### config.mk
export PLATFORM = sky130hd
export DESIGN_NAME = pw_gen
export DESIGN_NICKNAME = d
export VERILOG_FILES = /design/src/rtl/pw_pkg.sv /design/src/rtl/pw_scale.sv /design/src/rtl/pw_gen.sv
export SDC_FILE = /design/constraint.sdc
export NUM_CORES = 1
export LEC_CHECK = 0
export BUFFER_PORTS_ARGS = -buffer_cell sky130_fd_sc_hd__buf_4
export CORE_ASPECT_RATIO = 1.75
export CORE_UTILIZATION = 65
export CTS_BUF_LIST = sky130_fd_sc_hd__clkbuf_8 sky130_fd_sc_hd__clkbuf_16
export DETAILED_ROUTE_END_ITERATION = 10
export GPL_ROUTABILITY_DRIVEN = 0
export PLACE_DENSITY_LB_ADDON = 0.2
export SYNTH_ARGS = -nofsm -noshare
export SYNTH_HDL_FRONTEND = slang
export SYNTH_SLANG_ARGS = --single-unit
### constraint.sdc
create_clock -name clk -period 4.9 [get_ports clk]
set_input_delay 0.245 -clock clk [delete_from_list [all_inputs] [get_ports clk]]
set_output_delay 0.245 -clock clk [all_outputs]
set_load 0.05 [all_outputs]
### src/rtl/pw_pkg.sv
// Shared state encoding and default parameter values for the pulse-width generator.
package pw_pkg;

    typedef enum logic [1:0] {
        IDLE = 2'd0,
        HIGH = 2'd1,
        GAP  = 2'd2
    } pw_state_e;

    localparam logic [31:0] DEF_TICKS_PER_UNIT = 32'd1;
    localparam logic [31:0] DEF_GAP_CYCLES     = 32'd4;
    localparam logic [31:0] DEF_MAX_TICKS      = 32'hFFFF_FFFF;

endpackage

### src/rtl/pw_scale.sv
// Converts a requested width in units into a pulse length in clk cycles,
// saturating at MAX_TICKS. Purely combinational.
module pw_scale
    import pw_pkg::*;
#(
    parameter logic [31:0] TICKS_PER_UNIT = DEF_TICKS_PER_UNIT,
    parameter logic [31:0] MAX_TICKS      = DEF_MAX_TICKS
) (
    input  logic [31:0] width_in,
    output logic [31:0] ticks
);

    logic [63:0] product;

    always_comb begin
        // Full 64-bit product so large widths clamp instead of wrapping.
        product = {32'd0, width_in} * {32'd0, TICKS_PER_UNIT};
        ticks   = (product > {32'd0, MAX_TICKS}) ? MAX_TICKS : product[31:0];
    end

endmodule

### src/rtl/pw_gen.sv
// Pulse-width generator: emits one PW-high pulse per accepted width, followed by
// a fixed low gap, optionally reissuing the last width back-to-back.
module pw_gen
    import pw_pkg::*;
#(
    parameter logic [31:0] TICKS_PER_UNIT = DEF_TICKS_PER_UNIT,
    parameter logic [31:0] GAP_CYCLES     = DEF_GAP_CYCLES,
    parameter logic [31:0] MAX_TICKS      = DEF_MAX_TICKS
) (
    input  logic        clk,
    input  logic        reset,
    input  logic [31:0] width_in,
    input  logic        width_valid,
    output logic        width_ready,
    input  logic        repeat_en,
    output logic        PW,
    output logic        busy,
    output logic        done,
    output logic [15:0] pulse_count
);

    pw_state_e   state_q, state_d;
    logic [31:0] cnt_q, cnt_d;
    logic [31:0] last_ticks_q, last_ticks_d;
    logic        pw_q, pw_d;
    logic        done_q, done_d;
    logic        busy_q, busy_d;
    logic [15:0] pulse_count_q, pulse_count_d;

    logic [31:0] ticks;
    logic        final_gap;
    logic        accept;

    pw_scale #(
        .TICKS_PER_UNIT(TICKS_PER_UNIT),
        .MAX_TICKS     (MAX_TICKS)
    ) u_scale (
        .width_in(width_in),
        .ticks   (ticks)
    );

    // cnt_q counts down the remaining cycles of the current HIGH or GAP phase.
    assign final_gap   = (state_q == GAP) && (cnt_q == 32'd0);
    assign width_ready = (state_q == IDLE) || final_gap;
    assign accept      = width_valid && width_ready;

    always_comb begin
        state_d       = state_q;
        cnt_d         = cnt_q;
        last_ticks_d  = last_ticks_q;
        done_d        = 1'b0;
        pulse_count_d = pulse_count_q;

        case (state_q)
            IDLE: begin
                state_d = IDLE;
            end
            HIGH: begin
                if (cnt_q == 32'd0) begin
                    state_d       = GAP;
                    cnt_d         = GAP_CYCLES - 32'd1;
                    done_d        = 1'b1;
                    pulse_count_d = pulse_count_q + 16'd1;
                end else begin
                    cnt_d = cnt_q - 32'd1;
                end
            end
            GAP: begin
                if (cnt_q != 32'd0) begin
                    cnt_d = cnt_q - 32'd1;
                end else if (repeat_en && (last_ticks_q != 32'd0)) begin
                    state_d = HIGH;
                    cnt_d   = last_ticks_q - 32'd1;
                end else begin
                    state_d = IDLE;
                end
            end
            default: begin
                state_d = IDLE;
                cnt_d   = 32'd0;
            end
        endcase

        // A new request overrides the repeat decision in the final gap cycle.
        if (accept) begin
            last_ticks_d = ticks;
            if (ticks != 32'd0) begin
                state_d = HIGH;
                cnt_d   = ticks - 32'd1;
            end else begin
                state_d = IDLE;
                cnt_d   = 32'd0;
            end
        end

        pw_d   = (state_d == HIGH);
        busy_d = (state_d != IDLE);
    end

    always_ff @(posedge clk) begin
        if (reset) begin
            state_q       <= IDLE;
            cnt_q         <= 32'd0;
            last_ticks_q  <= 32'd0;
            pw_q          <= 1'b0;
            done_q        <= 1'b0;
            busy_q        <= 1'b0;
            pulse_count_q <= 16'd0;
        end else begin
            state_q       <= state_d;
            cnt_q         <= cnt_d;
            last_ticks_q  <= last_ticks_d;
            pw_q          <= pw_d;
            done_q        <= done_d;
            busy_q        <= busy_d;
            pulse_count_q <= pulse_count_d;
        end
    end

    assign PW          = pw_q;
    assign done        = done_q;
    assign busy        = busy_q;
    assign pulse_count = pulse_count_q;

endmodule
==> impl_metrics.toml, run 1 <==
[timing]
setup_tns_ps = 0
setup_viol = 0
rsz0062_at_grt = "no"
layout_setup_ws_ps = 1170
finalClockSkew_ps = 5.98
max-slew-margin-rel_pct = 32.4
finalCritPeriodShare_pct = 76.1
max_freq_mhz = 268
timing.final.max_slew_violations = 0
worstMarginPinSlew_ps = 1000
finalHoldViolations = 0
min_period_ps = 3730

[yosys]
async_reset_ff_share_pct = 0
postSynthCellCount = 753
syn_avg_cell_area_um2 = 7.45
synthDominantCellAreaShare_pct = 30.3
ys_types = 57
syn-cell-area_mm2 = 0.00561
yosys_most_used_dff = "dfxtp_1"
synth-seq-area-share_pct = 30.3
ys_seq_elements = 85
synth-edff-count = 0
synthTopCellsByArea = "dfxtp_1, nand2_1, xnor2_1"
yosysTopAreaCell = "dfxtp_1"
synth_warnings = 0
synth.net_count = 798

[flow_run]
maxCapViolCount = 0

[finish]
seq_area_mm2 = 0.00170
final_cell_mix = "nand2_1, dfxtp_1, nor2_1, buf_4, xnor2_1"
fin_nets = 829
final_common_cell = "nand2_1"
stdcell_count = 904
antenna_cells = 0
fillers = 636
drive_gt1_share_pct = 11.7
syn2layout_area_growth_pct = 13.6
multi_input_area_mm2 = 0.00368

[grt]
grt-ovfl-total = 0
antenna_found_initial = 0
grt_first_pass_wirelength_um = 27700
gr-usage-all-layers_pct = 40.0
grt_max_degree = 86
grt_pass1_vias = 5742

[clocking]
ctsResizeCount = 0
ctsRootBufferMaster = "clkbuf_16"
cts.clk_slew.worst_paths_ps = 60
htree_levels = 3
cts_tree = "done"
cts.sinks = 85
cts-hold-fix-buffers = 0
numCtsBuffers = 9
cts.path.max_buffers = 2
clkLatencyLatePin_ps = 350
post_cts_buffers = 0

[drt]
post_drt_wl_per_cell_um = 19.5
drt_iter0_markers = 634
vias = 5900
route.detailed.drc = 0
antenna_left = 0
viasPerCell = 6.53
finalWirelength_um = 17600
dr.pass1.iters = 5

[hold_path]
worstHoldPathType = "in2reg"

[critical_path]
end_kind = "flop"
crit_type = "reg2reg"
cp_max_fo = 37
start_kind = "flop"
required_ps = 5150
crit_arrival_ps = 3980

[place]
hpwl_um = 12500
dp.cells = 888
numPortBuffers = 55
pre_cts_slack_ps = 1270

[pwr]
ir_worst_vdd_v = 0.000231
power.density_mw_per_mm2 = 309
power.leakage_nw = 2.38

[die]
coreArea_mm2 = 0.00831
num_rows = 44
die_h_um = 125
die_area_mm2 = 0.00902
pin_count = 56
fp.dieW_um = 72.2
start_util_pct = 67.5

[run_status]
status = "finished clean"
[worst max-delay path, stage by stage, from the launching register on]
cell and delay (ps):
dfxtp_1 380, or4_1 600, or4_1 580, nor3_1 360, a21oi_2 90, buf_4 270
nor2_2 650, buf_4 340, a22oi_1 90, a211oi_1 260
[layout make-up]
cell class                      count  area share [%]
Multi-Input combinational cell    614            57.8
Sequential cell                    85            26.7
Timing Repair Buffer               63            7.42
Clock buffer                       10            3.75
Tap cell                          115            2.26
Clock inverter                      6            1.45
Inverter                           11           0.648
[where the power goes]
| part | total (W) | switching [W] | internal [W] |
|---|---|---|---|
| sequential | 0.000773 | 0.0000452 | 0.000728 |
| clock | 0.000767 | 0.000302 | 0.000464 |
| combinational | 0.000427 | 0.000270 | 0.000157 |
[layer usage]
| layer | GRT usage [%] | share of wire [%] | up-vias |
|---|---|---|---|
| li1 | - | - | 2758 |
| met1 | 40.3 | 34 | 2732 |
| met2 | 69.0 | 51 | 304 |
| met3 | 7.28 | 6.2 | 106 |
| met4 | 33.1 | 9.0 | 0 |
| met5 | 0 | 0 | - |
[kinds of logic (layout without fill, tap and decap cells)]
| family | after synthesis | count (layout) | share of synthesized area [%] |
|---|---|---|---|
| and+or+nand+nor | 374 | 374 | 32.0 |
| buffers and inverters | 54 | 90 | 4.48 |
| xor gates and xnor gates | 88 | 88 | 13.7 |
| adders and majority gates | 9 | 9 | 2.01 |
| AOI/OAI and AO/OA | 141 | 141 | 17.1 |
| DFF | 85 | 85 | 30.3 |
| muxes | 2 | 2 | 0.357 |
[final timing paths]
kind	start	end	slack [ps]	cells past startpoint
max	cnt_q[24]$_SDFFE_PP0P_	cnt_q[24]$_SDFFE_PP0P_	1170	9
min	width_in[6]	last_ticks_q[6]$_SDFFE_PP0N_	160	3
max reg2reg	cnt_q[24]$_SDFFE_PP0P_	cnt_q[24]$_SDFFE_PP0P_	1170	9
min reg2reg	last_ticks_q[7]$_SDFFE_PP0N_	last_ticks_q[7]$_SDFFE_PP0N_	480	2
[through the flow]
| stage | util [%] | total power (W) | hold slack [ps] | cell area [um2] |
|---|---|---|---|---|
| floorplan | - | 0.00106 | 381 | 5610 |
| global placement | 72.6 | 0.00118 | 460 | 6040 |
| detailed placement | 72.6 | 0.00120 | 469 | 6040 |
| CTS | 76.6 | 0.00195 | 164 | 6370 |
| global route | 76.7 | 0.00203 | 181 | 6370 |
| finish | 76.7 | 0.00197 | 164 | 6370 |
[registers in the layout, indices dropped and copies added (netlist names)]
register / flops
last_ticks_q: 32
cnt_q: 32
PW: 1
done: 1
pulse_count: 16
busy: 1
state_q: 2
[cells in the mapped netlist (6+ instances only)]
| library cell | number |
|---|---|
| o21ai_0 | 11 |
| xnor2_1 | 52 |
| dfxtp_1 | 85 |
| a21oi_1 | 48 |
| nor4_1 | 30 |
| nor3_1 | 38 |
| nand4_1 | 9 |
| nand3_1 | 15 |
| a22oi_1 | 6 |
| a211oi_1 | 26 |
| nor2_1 | 81 |
| inv_1 | 11 |
| a32oi_1 | 16 |
| clkbuf_1 | 27 |
| and2_1 | 6 |
| or3_1 | 15 |
| ha_1 | 9 |
| or4_1 | 14 |
| xor2_1 | 36 |
| nand2_1 | 136 |
| buf_2 | 9 |
Power figures use the tool's default switching activity.
==> run 2: changes to the inputs <==
ABC_AREA = 1   (was unset)
CORE_UTILIZATION = 55   (was 65)
clock period = 3.4 ns   (was 4.9 ns; I/O delays follow)
==> run 2 against run 1 <==
  * Non-clock buffer count decreased by 2
  * First-iteration DRC count decreased by 15%
  * Combinational power increased by 74%
  * Count of clock-buffer cells in the layout unchanged
  * Clock skew increased by 5.0 ps
  * Highest routed layer unchanged
==> impl_metrics.toml, run 2 <==
[hold_path]
hold-path-endpoint = "last_ticks_q[23]$_SDFFE_PP0N_"
hold_path_startpoint = "width_in[23]"
whs_path_depth = 3
worstHoldPathType = "in2reg"

[grt]
grt_pass1_vias = 6770
antenna_found_initial = 0
grt_max_degree = 53
grt-ovfl-total = 0
grt_first_pass_wirelength_um = 32800
gr-usage-all-layers_pct = 34.4

[timing]
worstMarginPinSlew_ps = 763
finalCritPeriodShare_pct = 76.6
timing.final.max_slew_violations = 0
setup_tns_ps = 0
setup_viol = 0
max-slew-margin-rel_pct = 48.7
min_period_ps = 2610
rsz0062_at_grt = "no"
finalHoldViolations = 0
max_freq_mhz = 384
finalClockSkew_ps = 11.0

[finish]
antenna_cells = 0
seq_area_mm2 = 0.00170
drive_gt1_share_pct = 9.99
fillers = 1077
multi_input_area_mm2 = 0.00412
final_cell_mix = "nand2_1, nor2_1, inv_1, o21ai_0, dfxtp_1"
utilization_pct = 64.4
fin_nets = 1161
stdcell_count = 1253
final_common_cell = "nand2_1"
syn2layout_area_growth_pct = 12.4

[clocking]
cts-hold-fix-buffers = 0
cts.path.max_buffers = 2
ctsRootBufferMaster = "clkbuf_16"
numCtsBuffers = 9
post_cts_buffers = 0
htree_levels = 3
ctsResizeCount = 0
cts.sinks = 85
cts.clk_slew.worst_paths_ps = 70
clkLatencyLatePin_ps = 350
cts_tree = "done"

[drt]
post_drt_wl_per_cell_um = 16.6
finalWirelength_um = 20800
vias = 7174
antenna_left = 0
route.detailed.drc = 0
drt_iter0_markers = 538
dr.pass1.iters = 6
viasPerCell = 5.73

[critical_path]
worstPathCellList = "inv_1 > ha_1 > nand3_1 > nor2_1 > nand3_2 > nor2_8 > nand2_4 > a21oi_2 > nand2_1 > o21ai_0 > inv_1 > a21oi_1"
cp_max_fo = 15
r2r_start = "cnt_q[0]$_SDFFE_PP0P_"
ff2ff_setup_slack_ps = 790
reg2reg_depth = 12
timing.critical_path.mode_cell = "inv_1"
start_kind = "flop"
regToRegEndpoint = "cnt_q[0]$_SDFFE_PP0P_"
crit_type = "reg2reg"
crit_path_start = "cnt_q[0]$_SDFFE_PP0P_"
cpPeakStageDelay_ps = 380
crit_arrival_ps = 2890
slowest_stage = "nand2_1"
end_kind = "flop"
required_ps = 3690

[yosys]
yosys.area_share.xor_xnor_pct = 8.43
ys_seq_elements = 85
ys_types = 37
synth-seq-area-share_pct = 26.4
yosys_most_used_dff = "dfxtp_1"
postSynthCellCount = 1073
yosys-top-cells-count = "nand2_1, nor2_1, inv_1"
yosys.area_share.simple_pct = 38.8
async_reset_ff_share_pct = 0
synth-edff-count = 0
synth_fa_ha_area_share_pct = 1.75
synthDominantCellAreaShare_pct = 26.4
syn-cell-area_mm2 = 0.00644
yosysTopAreaCell = "dfxtp_1"
muxShareOfSynthArea_pct = 0
synthMostInstantiatedCell = "nand2_1"
synth.net_count = 1118
synth_warnings = 0
synth_top_family_by_area = "simple AND/OR/NAND/NOR gates"
syn_avg_cell_area_um2 = 6.00
synthTopCellsByArea = "dfxtp_1, nand2_1, nor2_1"
synth_compound_area_share_pct = 15.0

[die]
coreArea_mm2 = 0.0112
num_rows = 51
die_h_um = 145
pin_count = 56
fp.dieW_um = 83.8
start_util_pct = 57.3
die_area_mm2 = 0.0122

[place]
numPortBuffers = 55
dp.cells = 1237
hpwl_um = 16200

[pwr]
ir_worst_vdd_v = 0.000280
seq_power_share_pct = 38.1
combPwrFrac_pct = 25.0
power.density_mw_per_mm2 = 409
power.leakage_nw = 3.22
p_sw_w = 0.000994
clockPowerShare_pct = 36.9
intPower_w = 0.00197
swShare_pct = 33.6

[flow_run]
maxCapViolCount = 0

[run_status]
status = "finished clean"
[run 2: per-layer routing]
metal  global-route usage (%)  part of all wire, %  wire length (um)  up-vias
li1                         -                    -                 -     3528
met1                     36.3                   37              7710     3236
met5                        0                    0                 0        -
met2                     63.6                   51             10700      320
met4                     20.6                  5.8              1210        0
met3                     4.21                  5.8              1210       90
[run 2: worst max-delay path: cells and delay by family, from the launching register on]
family / cells / cell delay [ps]
DFF: 1 / 310
buffers and inverters: 2 / 190
adders and majority gates: 1 / 230
AOI/OAI and AO/OA: 3 / 690
and+or+nand+nor: 6 / 1130
[run 2: metrics by stage]
step	hold WS, ps	total power, W	instance area (um2)	setup WS, ps
global placement	465	0.00186	6910	931
CTS	109	0.00294	7240	817
global route	121	0.00308	7240	606
detailed placement	468	0.00186	6910	831
floorplan	318	0.00165	6440	1430
finish	108	0.00296	7240	794
[run 2: kinds of logic (layout without fill, tap and decap cells)]
family | after synthesis | count (layout)
AO/OA/AOI/OAI | 185 | 185
XOR/XNOR | 62 | 62
adder cells (fa/ha/maj) | 9 | 9
buffers and inverters | 154 | 202
flip-flops | 85 | 85
AND/OR/NAND/NOR | 578 | 578
[run 2: power by group through the flow]
stage          sequential [W]  combinational (W)  clock (W)
6_report              0.00113           0.000741    0.00109
5_1_grt               0.00113           0.000819    0.00113
4_1_cts               0.00112           0.000727    0.00109
3_5_place_dp          0.00115           0.000719          0
3_3_place_gp          0.00114           0.000717          0
2_1_floorplan         0.00113           0.000516          0
[run 2: how the worst max path moves through the flow]
stage / slack, ps / end
finish: 790 / cnt_q[0]$_SDFFE_PP0P_
global route: 610 / cnt_q[3]$_SDFFE_PP0P_
CTS: 820 / cnt_q[0]$_SDFFE_PP0P_
detailed placement: 830 / cnt_q[0]$_SDFFE_PP0P_
global placement: 930 / cnt_q[0]$_SDFFE_PP0P_
floorplan: 1430 / cnt_q[12]$_SDFFE_PP0P_
[run 2: cell type report]
| cell class | count | area share (%) |
|---|---|---|
| clock inverter | 6 | 1.21 |
| sequential | 85 | 23.5 |
| multi-input combinational | 834 | 56.9 |
| tap | 132 | 2.28 |
| inverter | 125 | 6.48 |
| timing repair buffer | 61 | 6.33 |
| clock buffer | 10 | 3.30 |
